==> src/rtl/cu_command_arbiter_rr_if.sv <==
// Command line / status types and the bus bundle between the command producers,
// the round-robin arbiter and the downstream command buffer.
package cu_cmd_arb_pkg;
  typedef struct packed {
    logic [3:0] cu_id;
    logic [7:0] real_size;
  } cmd_info_t;

  // valid is the MSB so the remaining bits form the stored payload
  typedef struct packed {
    logic        valid;
    logic [31:0] address;
    logic [7:0]  size;
    cmd_info_t   cmd;
    logic [3:0]  abt;
  } CommandBufferLine;

  typedef struct packed {
    logic alfull;
    logic full;
  } BufferStatus;
endpackage

interface cu_command_arbiter_rr_if
  import cu_cmd_arb_pkg::*;
#(
  parameter int NUM_REQUESTORS = 3
) ();
  localparam int GW = (NUM_REQUESTORS > 1) ? $clog2(NUM_REQUESTORS) : 1;

  CommandBufferLine [NUM_REQUESTORS-1:0] command_in;
  BufferStatus                           command_buffer_status_in;
  CommandBufferLine                      command_out;
  logic [NUM_REQUESTORS-1:0]             requestor_alfull_out;
  logic [NUM_REQUESTORS-1:0]             requestor_empty_out;
  logic [GW-1:0]                         grant_id_out;
  logic [NUM_REQUESTORS-1:0]             overflow_error_out;

  modport master (
    output command_in, command_buffer_status_in,
    input  command_out, requestor_alfull_out, requestor_empty_out,
           grant_id_out, overflow_error_out
  );

  modport slave (
    input  command_in, command_buffer_status_in,
    output command_out, requestor_alfull_out, requestor_empty_out,
           grant_id_out, overflow_error_out
  );
endinterface

==> src/rtl/cu_command_arbiter_rr.sv <==
// Per-requestor command FIFOs feeding one downstream buffer through a
// round-robin grant; issue stalls on downstream almost-full or when disabled.
module cu_cmd_arb_fifo #(
  parameter int DEPTH  = 8,
  parameter int MARGIN = 3,
  parameter int W      = 56
) (
  input  logic         clock,
  input  logic         rstn,
  input  logic         push_i,
  input  logic         pop_i,
  input  logic [W-1:0] wdata_i,
  output logic [W-1:0] rdata_o,
  output logic         empty_o,
  output logic         alfull_o,
  output logic         ovf_o
);
  localparam int PW = $clog2(DEPTH);
  localparam int CW = PW + 1;

  logic [W-1:0]  mem_q [DEPTH];
  logic [PW-1:0] wr_q, rd_q;
  logic [CW-1:0] cnt_q, cnt_d;
  logic          full, wr_en;

  assign full    = (cnt_q == CW'(DEPTH));
  // a pop in the same cycle frees the slot the push needs
  assign wr_en   = push_i & (~full | pop_i);
  assign rdata_o = mem_q[rd_q];

  always_comb begin
    cnt_d = cnt_q;
    if (wr_en & ~pop_i)      cnt_d = cnt_q + CW'(1);
    else if (pop_i & ~wr_en) cnt_d = cnt_q - CW'(1);
  end

  always_ff @(posedge clock or negedge rstn) begin
    if (!rstn) begin
      wr_q     <= '0;
      rd_q     <= '0;
      cnt_q    <= '0;
      empty_o  <= 1'b1;
      alfull_o <= 1'b0;
      ovf_o    <= 1'b0;
    end else begin
      if (wr_en) wr_q <= wr_q + PW'(1);
      if (pop_i) rd_q <= rd_q + PW'(1);
      cnt_q    <= cnt_d;
      empty_o  <= (cnt_d == '0);
      alfull_o <= (cnt_d >= CW'(DEPTH - MARGIN));
      if (push_i & full & ~pop_i) ovf_o <= 1'b1;
    end
  end

  always_ff @(posedge clock) begin
    if (wr_en) mem_q[wr_q] <= wdata_i;
  end
endmodule

module cu_command_arbiter_rr
  import cu_cmd_arb_pkg::*;
#(
  parameter int NUM_REQUESTORS = 3,
  parameter int FIFO_DEPTH     = 8,
  parameter int ALFULL_MARGIN  = 3
) (
  input  logic                      clock,
  input  logic                      rstn,
  input  logic                      enabled_in,
  cu_command_arbiter_rr_if.slave    bus
);
  localparam int N   = NUM_REQUESTORS;
  localparam int GW  = (N > 1) ? $clog2(N) : 1;
  localparam int PLW = $bits(CommandBufferLine) - 1;

  logic                       enabled_q;
  CommandBufferLine [N-1:0]   cin_q;
  logic [N-1:0][PLW-1:0]      head;
  logic [N-1:0]               empty, pop;
  logic                       issue;
  logic [GW-1:0]              win, idx, rr_d, rr_q, grant_q;
  CommandBufferLine           out_q;
  logic                       unused_status;

  assign unused_status = bus.command_buffer_status_in.full;

  // while disabled the staged payload is kept but cannot push again
  always_ff @(posedge clock or negedge rstn) begin
    if (!rstn) begin
      enabled_q <= 1'b0;
      cin_q     <= '0;
    end else begin
      enabled_q <= enabled_in;
      for (int i = 0; i < N; i++) begin
        if (enabled_q) cin_q[i]       <= bus.command_in[i];
        else           cin_q[i].valid <= 1'b0;
      end
    end
  end

  for (genvar gi = 0; gi < N; gi++) begin : g_req
    cu_cmd_arb_fifo #(
      .DEPTH  (FIFO_DEPTH),
      .MARGIN (ALFULL_MARGIN),
      .W      (PLW)
    ) u_fifo (
      .clock    (clock),
      .rstn     (rstn),
      .push_i   (cin_q[gi].valid),
      .pop_i    (pop[gi]),
      .wdata_i  (cin_q[gi][PLW-1:0]),
      .rdata_o  (head[gi]),
      .empty_o  (empty[gi]),
      .alfull_o (bus.requestor_alfull_out[gi]),
      .ovf_o    (bus.overflow_error_out[gi])
    );
  end

  // first non-empty FIFO at or above rr_q, wrapping
  always_comb begin
    issue = 1'b0;
    win   = '0;
    idx   = '0;
    pop   = '0;
    if (enabled_q && !bus.command_buffer_status_in.alfull) begin
      for (int k = 0; k < N; k++) begin
        idx = GW'((int'(rr_q) + k) % N);
        if (!issue && !empty[idx]) begin
          issue = 1'b1;
          win   = idx;
        end
      end
    end
    if (issue) pop[win] = 1'b1;
    rr_d = (win == GW'(N - 1)) ? '0 : win + GW'(1);
  end

  always_ff @(posedge clock or negedge rstn) begin
    if (!rstn) begin
      out_q   <= '0;
      grant_q <= '0;
      rr_q    <= '0;
    end else if (issue) begin
      out_q   <= {1'b1, head[win]};
      grant_q <= win;
      rr_q    <= rr_d;
    end else begin
      out_q   <= '0;
    end
  end

  assign bus.command_out         = out_q;
  assign bus.grant_id_out        = grant_q;
  assign bus.requestor_empty_out = empty;
endmodule

==> src/flat_wrapper.sv <==
// flat-port wrapper written by rule: the top's interface ports become plain ports
module cu_command_arbiter_rr_flat import cu_cmd_arb_pkg::*;
#(
  parameter int NUM_REQUESTORS = 3,
  parameter int FIFO_DEPTH     = 8,
  parameter int ALFULL_MARGIN  = 3
)
  (clock, rstn, enabled_in, bus_command_in, bus_command_buffer_status_in, bus_command_out, bus_requestor_alfull_out, bus_requestor_empty_out, bus_grant_id_out, bus_overflow_error_out);
  cu_command_arbiter_rr_if #(.NUM_REQUESTORS(NUM_REQUESTORS)) bus_i ();
  input  logic clock;
  input  logic rstn;
  input  logic enabled_in;
  input wire logic [$bits(bus_i.command_in)-1:0] bus_command_in;
  input wire logic [$bits(bus_i.command_buffer_status_in)-1:0] bus_command_buffer_status_in;
  output wire logic [$bits(bus_i.command_out)-1:0] bus_command_out;
  output wire logic [$bits(bus_i.requestor_alfull_out)-1:0] bus_requestor_alfull_out;
  output wire logic [$bits(bus_i.requestor_empty_out)-1:0] bus_requestor_empty_out;
  output wire logic [$bits(bus_i.grant_id_out)-1:0] bus_grant_id_out;
  output wire logic [$bits(bus_i.overflow_error_out)-1:0] bus_overflow_error_out;
  assign bus_i.command_in = bus_command_in;
  assign bus_i.command_buffer_status_in = bus_command_buffer_status_in;
  assign bus_command_out = bus_i.command_out;
  assign bus_requestor_alfull_out = bus_i.requestor_alfull_out;
  assign bus_requestor_empty_out = bus_i.requestor_empty_out;
  assign bus_grant_id_out = bus_i.grant_id_out;
  assign bus_overflow_error_out = bus_i.overflow_error_out;
  cu_command_arbiter_rr #(.NUM_REQUESTORS(NUM_REQUESTORS), .FIFO_DEPTH(FIFO_DEPTH), .ALFULL_MARGIN(ALFULL_MARGIN)) u_core (.clock(clock), .rstn(rstn), .enabled_in(enabled_in), .bus(bus_i));
endmodule
==> config.mk <==
export PLATFORM = sky130hd
export DESIGN_NAME = cu_command_arbiter_rr_flat
export DESIGN_NICKNAME = d
export VERILOG_FILES = /design/src/rtl/cu_command_arbiter_rr_if.sv /design/src/rtl/cu_command_arbiter_rr.sv /design/src/flat_wrapper.sv
export SDC_FILE = /design/constraint.sdc
export NUM_CORES = 2
export LEC_CHECK = 0
export BUFFER_PORTS_ARGS = -buffer_cell sky130_fd_sc_hd__buf_2
export CORE_ASPECT_RATIO = 1.25
export CORE_MARGIN = 5
export CORE_UTILIZATION = 61
export CTS_CLUSTER_SIZE = 28
export DETAILED_ROUTE_END_ITERATION = 16
export GPL_TIMING_DRIVEN = 0
export PLACE_DENSITY = 0.85
export SYNTH_ARGS = -nofsm -noshare
export SYNTH_HDL_FRONTEND = slang
export SYNTH_SLANG_ARGS = --single-unit
==> constraint.sdc <==
create_clock -name clock -period 9.3 [get_ports clock]
set_input_delay 1.86 -clock clock [delete_from_list [all_inputs] [get_ports clock]]
set_output_delay 1.86 -clock clock [all_outputs]
set_load 0.005 [all_outputs]
=== Word-level counts from Yosys, hierarchy flattened ===
Memory sizes are Yosys's and may differ from the RTL's.
Cells that the tools add are included.

* Bits in registers: 272
* RAM bits: 1344
* Input port bits: 176
* Output and inout bits: 68
* Word-level logic and storage cells: 155
* Memories kept: 3

* Add/subtract/negate cells: 15
* Div/mod/pow operators: 3
* Order comparisons: 8
* Equal/unequal tests: 4
* Multiplexer cells: 38
* Bitwise operators: 27
* Reduce and logical (&&, ||, !) cells: 12

{| class="wikitable"
|+ Memories
! name !! depth !! bits a word !! rd ports !! clocked after Yosys merged registers in !! wr ports !! RTL line !! RTL
|-
| u_core.g_req[0].u_fifo.mem_q || 8 || 56 || 1 || 0 || 1 || cu_command_arbiter_rr.sv:21 || <nowiki>logic [W-1:0] mem_q [DEPTH];</nowiki>
|-
| u_core.g_req[1].u_fifo.mem_q || 8 || 56 || 1 || 0 || 1 || cu_command_arbiter_rr.sv:21 ||
|-
| u_core.g_req[2].u_fifo.mem_q || 8 || 56 || 1 || 0 || 1 || cu_command_arbiter_rr.sv:21 ||
|}

{| class="wikitable"
|+ Operators with widths
! kind !! count
|-
| $bmux W56 S2 || 1
|-
| $mod A32 B3 Y32 const B || 2
|-
| $mux W57 || 1
|-
| $mux W56 || 1
|-
| $mod A3 B3 Y32 const B || 1
|-
| $mux W4 || 6
|-
| $mux W1 || 19
|-
| $add A3 B1 Y3 const B || 6
|-
| $and A1 B1 Y1 || 15
|-
| $add A4 B1 Y4 const B || 3
|-
| $eq A4 B4 Y1 const B || 3
|-
| $ge A4 B3 Y1 const B || 3
|-
| $logic_not A4 Y1 || 3
|-
| $lt A2 B3 Y1 const B || 4
|-
| $sub A4 B1 Y4 const B || 3
|-
| $mux W2 || 5
|-
| $not A1 Y1 || 9
|-
| $bmux W1 S2 || 3
|-
| $logic_not A1 Y1 || 5
|-
| $logic_and A1 B1 Y1 || 4
|-
| $add A2 B1 Y3 const B || 1
|-
| $add A2 B2 Y3 const B || 1
|-
| $mux W3 || 1
|-
| $or A1 B1 Y1 || 3
|-
| other kinds (4) || 4
|}

=== Logic depth before layout (Yosys ltp) ===
* Depth after elaboration: 25
* Mapped depth: 13
* Mapped depth without buffers: 10

=== By module ===
From an unflattened synthesis, not the netlist that was laid out.

* Cells, all modules: 2754
* Area total of the unflattened synthesis: 61888.1 µm²

{| class="wikitable"
|+ By module, submodules not included
! module !! times used !! cells each !! area each (µm²) !! seq. area each (µm²)
|-
| cu_cmd_arb_fifo at u_core.g_req[1].u_fifo ... || 2 || 722 || 17515.5 || 13779.5
|-
| cu_cmd_arb_fifo at u_core.g_req[0].u_fifo || 1 || 718 || 17523.1 || 13779.5
|-
| cu_command_arbiter_rr || 1 || 592 || 9334.0 || 5830.6
|}

=== Worst setup path after synthesis ===
Ideal clock, no wire load.

* Path kind: input to register
* Start point: in bus_command_buffer_status_in[1]
* End point: mem u_core.g_req[2].u_fifo.mem_q[0][0], enable pin
* Library setup time: 0.539 ns
* Arrival time: 6.965 ns
* Data required time: 8.761 ns
* Slack: 1.796 ns
* Cell stages on the path: 7
* Buffers on the path: 0
* Cell sequence: nor2b_1 -> o31ai_4 -> nor2b_2 -> nand2_2 -> a21oi_1 -> nand2b_1 -> nor3_1

* Longest elaborated chain between the ends: 12
* Elaborated cells between the ends (all ways): 14
* Classes of those cells: 2 x order compare; 7 x mux; 2 x bitwise; 3 x reduce/logical

{| class="wikitable"
|+ Ends and longest elaborated chain
! what !! RTL line !! RTL
|-
| start: declaration || flat_wrapper.sv:14 || <nowiki>input wire logic [$bits(bus_i.command_buffer_status_in)-1:0] bus_command_buffer_status_in;</nowiki>
|-
| $logic_not A1 Y1 * || cu_command_arbiter_rr.sv:125 || <nowiki>if (enabled_q && !bus.command_buffer_status_in.alfull) begin</nowiki>
|-
| $logic_and A1 B1 Y1 * || cu_command_arbiter_rr.sv:125 ||
|-
| $mux W2 || cu_command_arbiter_rr.sv:125 ||
|-
| $lt A2 B3 Y1 (not written as such) or $ge A2 B1 Y1 (tied branches) || cu_command_arbiter_rr.sv:134 || <nowiki>if (issue) pop[win] = 1'b1;</nowiki>
|-
| $logic_and A1 B1 Y1 (not written as such) || cu_command_arbiter_rr.sv:134 ||
|-
| $mux W1 (not written as such) || cu_command_arbiter_rr.sv:134 ||
|-
| $demux W1 S2 || n/a ||
|-
| $mux W3 * || cu_command_arbiter_rr.sv:134 ||
|-
| $or A1 B1 Y1 * || cu_command_arbiter_rr.sv:28 || <nowiki>assign wr_en = push_i & (~full | pop_i);</nowiki>
|-
| $and A1 B1 Y1 * || cu_command_arbiter_rr.sv:28 ||
|-
| $mux W1 * || cu_command_arbiter_rr.sv:56 || <nowiki>if (wr_en) mem_q[wr_q] <= wdata_i;</nowiki>
|-
| $mux W1 (not written as such) * || cu_command_arbiter_rr.sv:56 ||
|-
| end: declaration || cu_command_arbiter_rr.sv:21 ||
|}

Mark *: on every way between the ends. The rest lies on a longest branch, timed or not.

=== Worst setup path after layout ===
* Start point: reg u_core.rr_q[1]
* End point: mem u_core.g_req[0].u_fifo.mem_q[1][26], enable pin

* Longest elaborated chain between the ends: 22
* Elaborated cells between the ends (all ways): 37
* Classes of those cells: 2 x add/sub; 3 x div; 2 x order compare; 21 x mux; 2 x bitwise; 7 x reduce/logical

{| class="wikitable"
|+ Ends and longest elaborated chain
! what !! RTL line !! RTL
|-
| start: declaration || cu_command_arbiter_rr.sv:81 || <nowiki>logic [GW-1:0] win, idx, rr_d, rr_q, grant_q;</nowiki>
|-
| start signal: assignment || cu_command_arbiter_rr.sv:146 || <nowiki>rr_q <= rr_d;</nowiki>
|-
| parallel branches: the longest is 17 deep, another holds $mod A32 B3 Y32 || n/a ||
|-
| $mux W3 * || cu_command_arbiter_rr.sv:134 ||
|-
| $or A1 B1 Y1 * || cu_command_arbiter_rr.sv:28 ||
|-
| $and A1 B1 Y1 * || cu_command_arbiter_rr.sv:28 ||
|-
| $mux W1 * || cu_command_arbiter_rr.sv:56 ||
|-
| $mux W1 (not written as such) * || cu_command_arbiter_rr.sv:56 ||
|-
| end: declaration || cu_command_arbiter_rr.sv:21 ||
|}

Mark *: on every way between the ends. The select of a mux whose other input is x is not followed.

==> impl_metrics.toml <==
[yosys]
seq_area_frac_synth = 0.763
synth.avg_cell_area_um2 = 21.2
synth_edf_count = 1344
synth_mux_area_frac = 0.173
yosys-top-cells-count = "edfxtp_1 (1344), mux4_2 (336), dfrtp_1 (269)"
synthXorXnorAreaFrac = 0.00279
syn-num-nets = 3104
yosysMostFrequentCell = "edfxtp_1"
synth_fa_ha_area_frac = 0.00324
synth.distinct_cells = 66
synthFlopType = "edfxtp_1"
syn_inst = 2912
synth_top_area_share = 0.653
synth_compound_area_frac = 0.0300
synth_area_mm2 = 0.0618
ys_ff_latch = 1616
yosys.area_share.simple = 0.0148
synthTopCellsByArea = "edfxtp_1 (65%), mux4_2 (12%), dfrtp_1 (11%)"
synth_top_cell_by_area = "edfxtp_1"
synth_top_family_by_area = "multiplexers"
yosysWarningCount = 0
synthArstFlopShare = 0.168

[setup_path]
crit_arrival_ns = 6.09
critPathKind = "reg2reg"
cpMostUsedCell = "buf_6"
path_cells = "inv_1 -> ha_1 -> mux2i_1 -> o21bai_1 -> a31oi_1 -> or2b_1 -> nor2_1 -> o21a_1 -> nand2_1 -> nor3_2 -> buf_6 -> buf_6 -> buf_6 -> buf_4 -> buf_6"
cpMaxStageDelayCell = "nor3_2"
crit_path_start_kind = "flip-flop"
required_ns = 9.78
endpoint_kind = "flip-flop"
critPathMaxStageDelay_ns = 0.66
crit_fanout = 10

[grt]
antenna_found_initial = 6
grt_pass1_wl_um = 236000
grt_max_degree = 114
grtUsageTotal = 0.303
overflow = 0
grt_pass1_vias = 33900

[routing]
viasPerCell = 6.86
totalWireLength_um = 163000
drt_iter0_markers = 5243
vias = 33100
wl_per_cell_um = 33.8
drcViolationCount = 0
ant_nets = 0
drtPass1Iterations = 10

[power]
power_density_mw_per_mm2 = 291
report.power.total_mw = 20.7
power_frac_seq = 0.443
power_switching_mw = 6.22
p_leak_nw = 23.9
p_sw_frac = 0.300
internal_power_mw = 14.5
worst_ir_drop_vdd_mv = 0.206
p_comb_frac = 0.256
p_clk_frac = 0.301

[sta]
setup_viol = 0
layout_setup_ws_ns = 3.68
slew_headroom = 0.0978
finalCriticalPeriod_ns = 5.62
fin_crit_sh = 0.604
setup_tns_ns = 0
rsz0062_at_grt = "no"
final_hold_viol_count = 0
worst-slew-pin-transition_ns = 1.35
skew_ns = 0.0345
drv_slew = 0
max_freq_mhz = 178

[place]
globalplace.congestion = 0.805
port_buffers = 242
dp_hpwl_um = 99500
place_ws_ns = 3.38

[finish]
final_layout_size_suffix_gt1_frac = 0.325
synthToLayoutAreaGrowth_pct = 15.0
nNetsFinal = 3572
fillerInstances = 5408
post-route-util = 0.707

[cts]
cts_hold_buf = 0
clk_pin_slew_ns = 0.07
post_cts_resized = 0
post_cts_buffers = 0
insertion_delay_ns = 0.79
clockBufferDepth = 3
cts_max_level = 4
cts_made_buffers = 144
clockRootBuffer = "clkbuf_16"
cts_tree = "done"
cts.sinks = 1616

[flow_run]
maxCapViolations = 0

[die]
core_mm2 = 0.101
fp.dieW_um = 295
die_y_um = 366
start_util = 0.615
io_pins = 244
std_cell_rows = 130
dieArea_mm2 = 0.108

[worst_hold_path]
hp-class = "reg2reg"

[run_status]
status = "finished, final reports clean"
critical path, delay by kind of cell (launching register included):
family | cells | cell delay, ns
DFF | 1 | 0.43
muxes | 1 | 0.35
AOI/OAI and AO/OA | 3 | 0.89
adders and majority gates | 1 | 0.32
and+or+nand+nor | 4 | 2.13
buffers and inverters | 6 | 1.18
sequential cells by signal, indices dropped and copies added (netlist names):
register                      flops
u_core.g_req.u_fifo.mem_q      1344
u_core.g_req.u_fifo.empty_o       3
u_core.bus.command_out           57
u_core.enabled_q                  1
u_core.g_req.u_fifo.rd_q          9
u_core.bus.grant_id_out           2
u_core.rr_q                       2
u_core.g_req.u_fifo.cnt_q        12
u_core.g_req.u_fifo.wr_q          9
u_core.g_req.u_fifo.ovf_o         3
u_core.g_req.u_fifo.alfull_o      3
u_core.cin_q                    171
per-stage QoR:
stage	cell area [um^2]	hold slack, ns	cells
2_1_floorplan	61800	0.443	2912
3_3_place_gp	64700	0.465	4474
3_5_place_dp	66100	0.472	4554
4_1_cts	71100	0.494	4824
5_1_grt	71100	0.513	4824
6_report	71100	0.486	4825
routing by layer:
metal  vias up  wire (um)  GRT usage
met1     17000      54900      0.398
li1      12800          -          -
met3       517      17000     0.0630
met2      2804      81500      0.494
met4         4       9440      0.143
met5         -         26          0
cells in the final DEF, fill, tap and decap left out, types with 4 or more instances in the layout:
cell	count
a211oi_1	58
a21o_1	4
a21oi_1	70
buf_1	23
buf_12	33
buf_16	5
buf_2	259
buf_4	13
buf_6	38
buf_8	5
bufinv_16	19
clkbuf_1	145
clkbuf_16	147
clkbuf_8	13
clkinv_1	15
clkinv_2	23
clkinv_8	6
clkinvlp_4	5
dfrtp_1	269
edfxtp_1	1344
ha_1	16
inv_1	13
inv_6	7
mux2_2	173
mux2i_1	119
mux4_2	336
nand2_1	35
nand2b_1	10
nor2_1	11
nor2_4	18
nor2b_1	57
nor3_1	5
nor3_2	7
o21a_1	58
o21ai_0	58
o21ai_1	6
xnor2_1	13
power groups by stage:
stage          Combinational [mW]  Clock (mW)  Sequential [mW]
3_5_place_dp                 5.06           0             9.25
3_3_place_gp                 4.74           0             9.28
2_1_floorplan                3.25           0             9.15
6_report                     5.30        6.23             9.17
4_1_cts                      5.27        6.25             9.15
5_1_grt                      5.53        6.57             9.21
path summary, 6_finish.rpt:
path                                               from                                   to  slack, ns  cells past startpoint
setup reg to reg                         u_core.rr_q[1]  u_core.g_req[0].u_fifo.mem_q[1][26]       3.68                     15
min in group asynchronous                          rstn                    u_core.cin_q[162]       1.03                      1
hold / removal             u_core.g_req[1].u_fifo.ovf_o         u_core.g_req[1].u_fifo.ovf_o       0.49                      1
hold reg to reg            u_core.g_req[1].u_fifo.ovf_o         u_core.g_req[1].u_fifo.ovf_o       0.49                      1
setup / recovery                         u_core.rr_q[1]  u_core.g_req[0].u_fifo.mem_q[1][26]       3.68                     15
max in group asynchronous                          rstn                     u_core.cin_q[92]       7.19                      2
layout make-up:
| class | count | area, um^2 | area share |
|---|---|---|---|
| sequential | 1616 | 47200 | 0.664 |
| multi-input combinational | 1114 | 14000 | 0.197 |
| antenna | 1 | 2.50 | 0.0000352 |
| timing repair buffer | 322 | 2490 | 0.0351 |
| inverter | 13 | 48.8 | 0.000687 |
| clock inverter | 78 | 965 | 0.0136 |
| clock buffer | 192 | 3980 | 0.0560 |
| tap | 1320 | 1650 | 0.0232 |
| buffer | 169 | 723 | 0.0102 |
cells by family (layout without fill, tap and decap cells):
group	Yosys count	in the layout
flops	1616	1616
mux	629	629
compound gates	283	283
buf+inv	182	774
simple gates	168	168
xor+xnor	18	18
fa+ha+maj	16	16
other cells	0	1
Note: power is estimated with default switching activity, not from simulation.
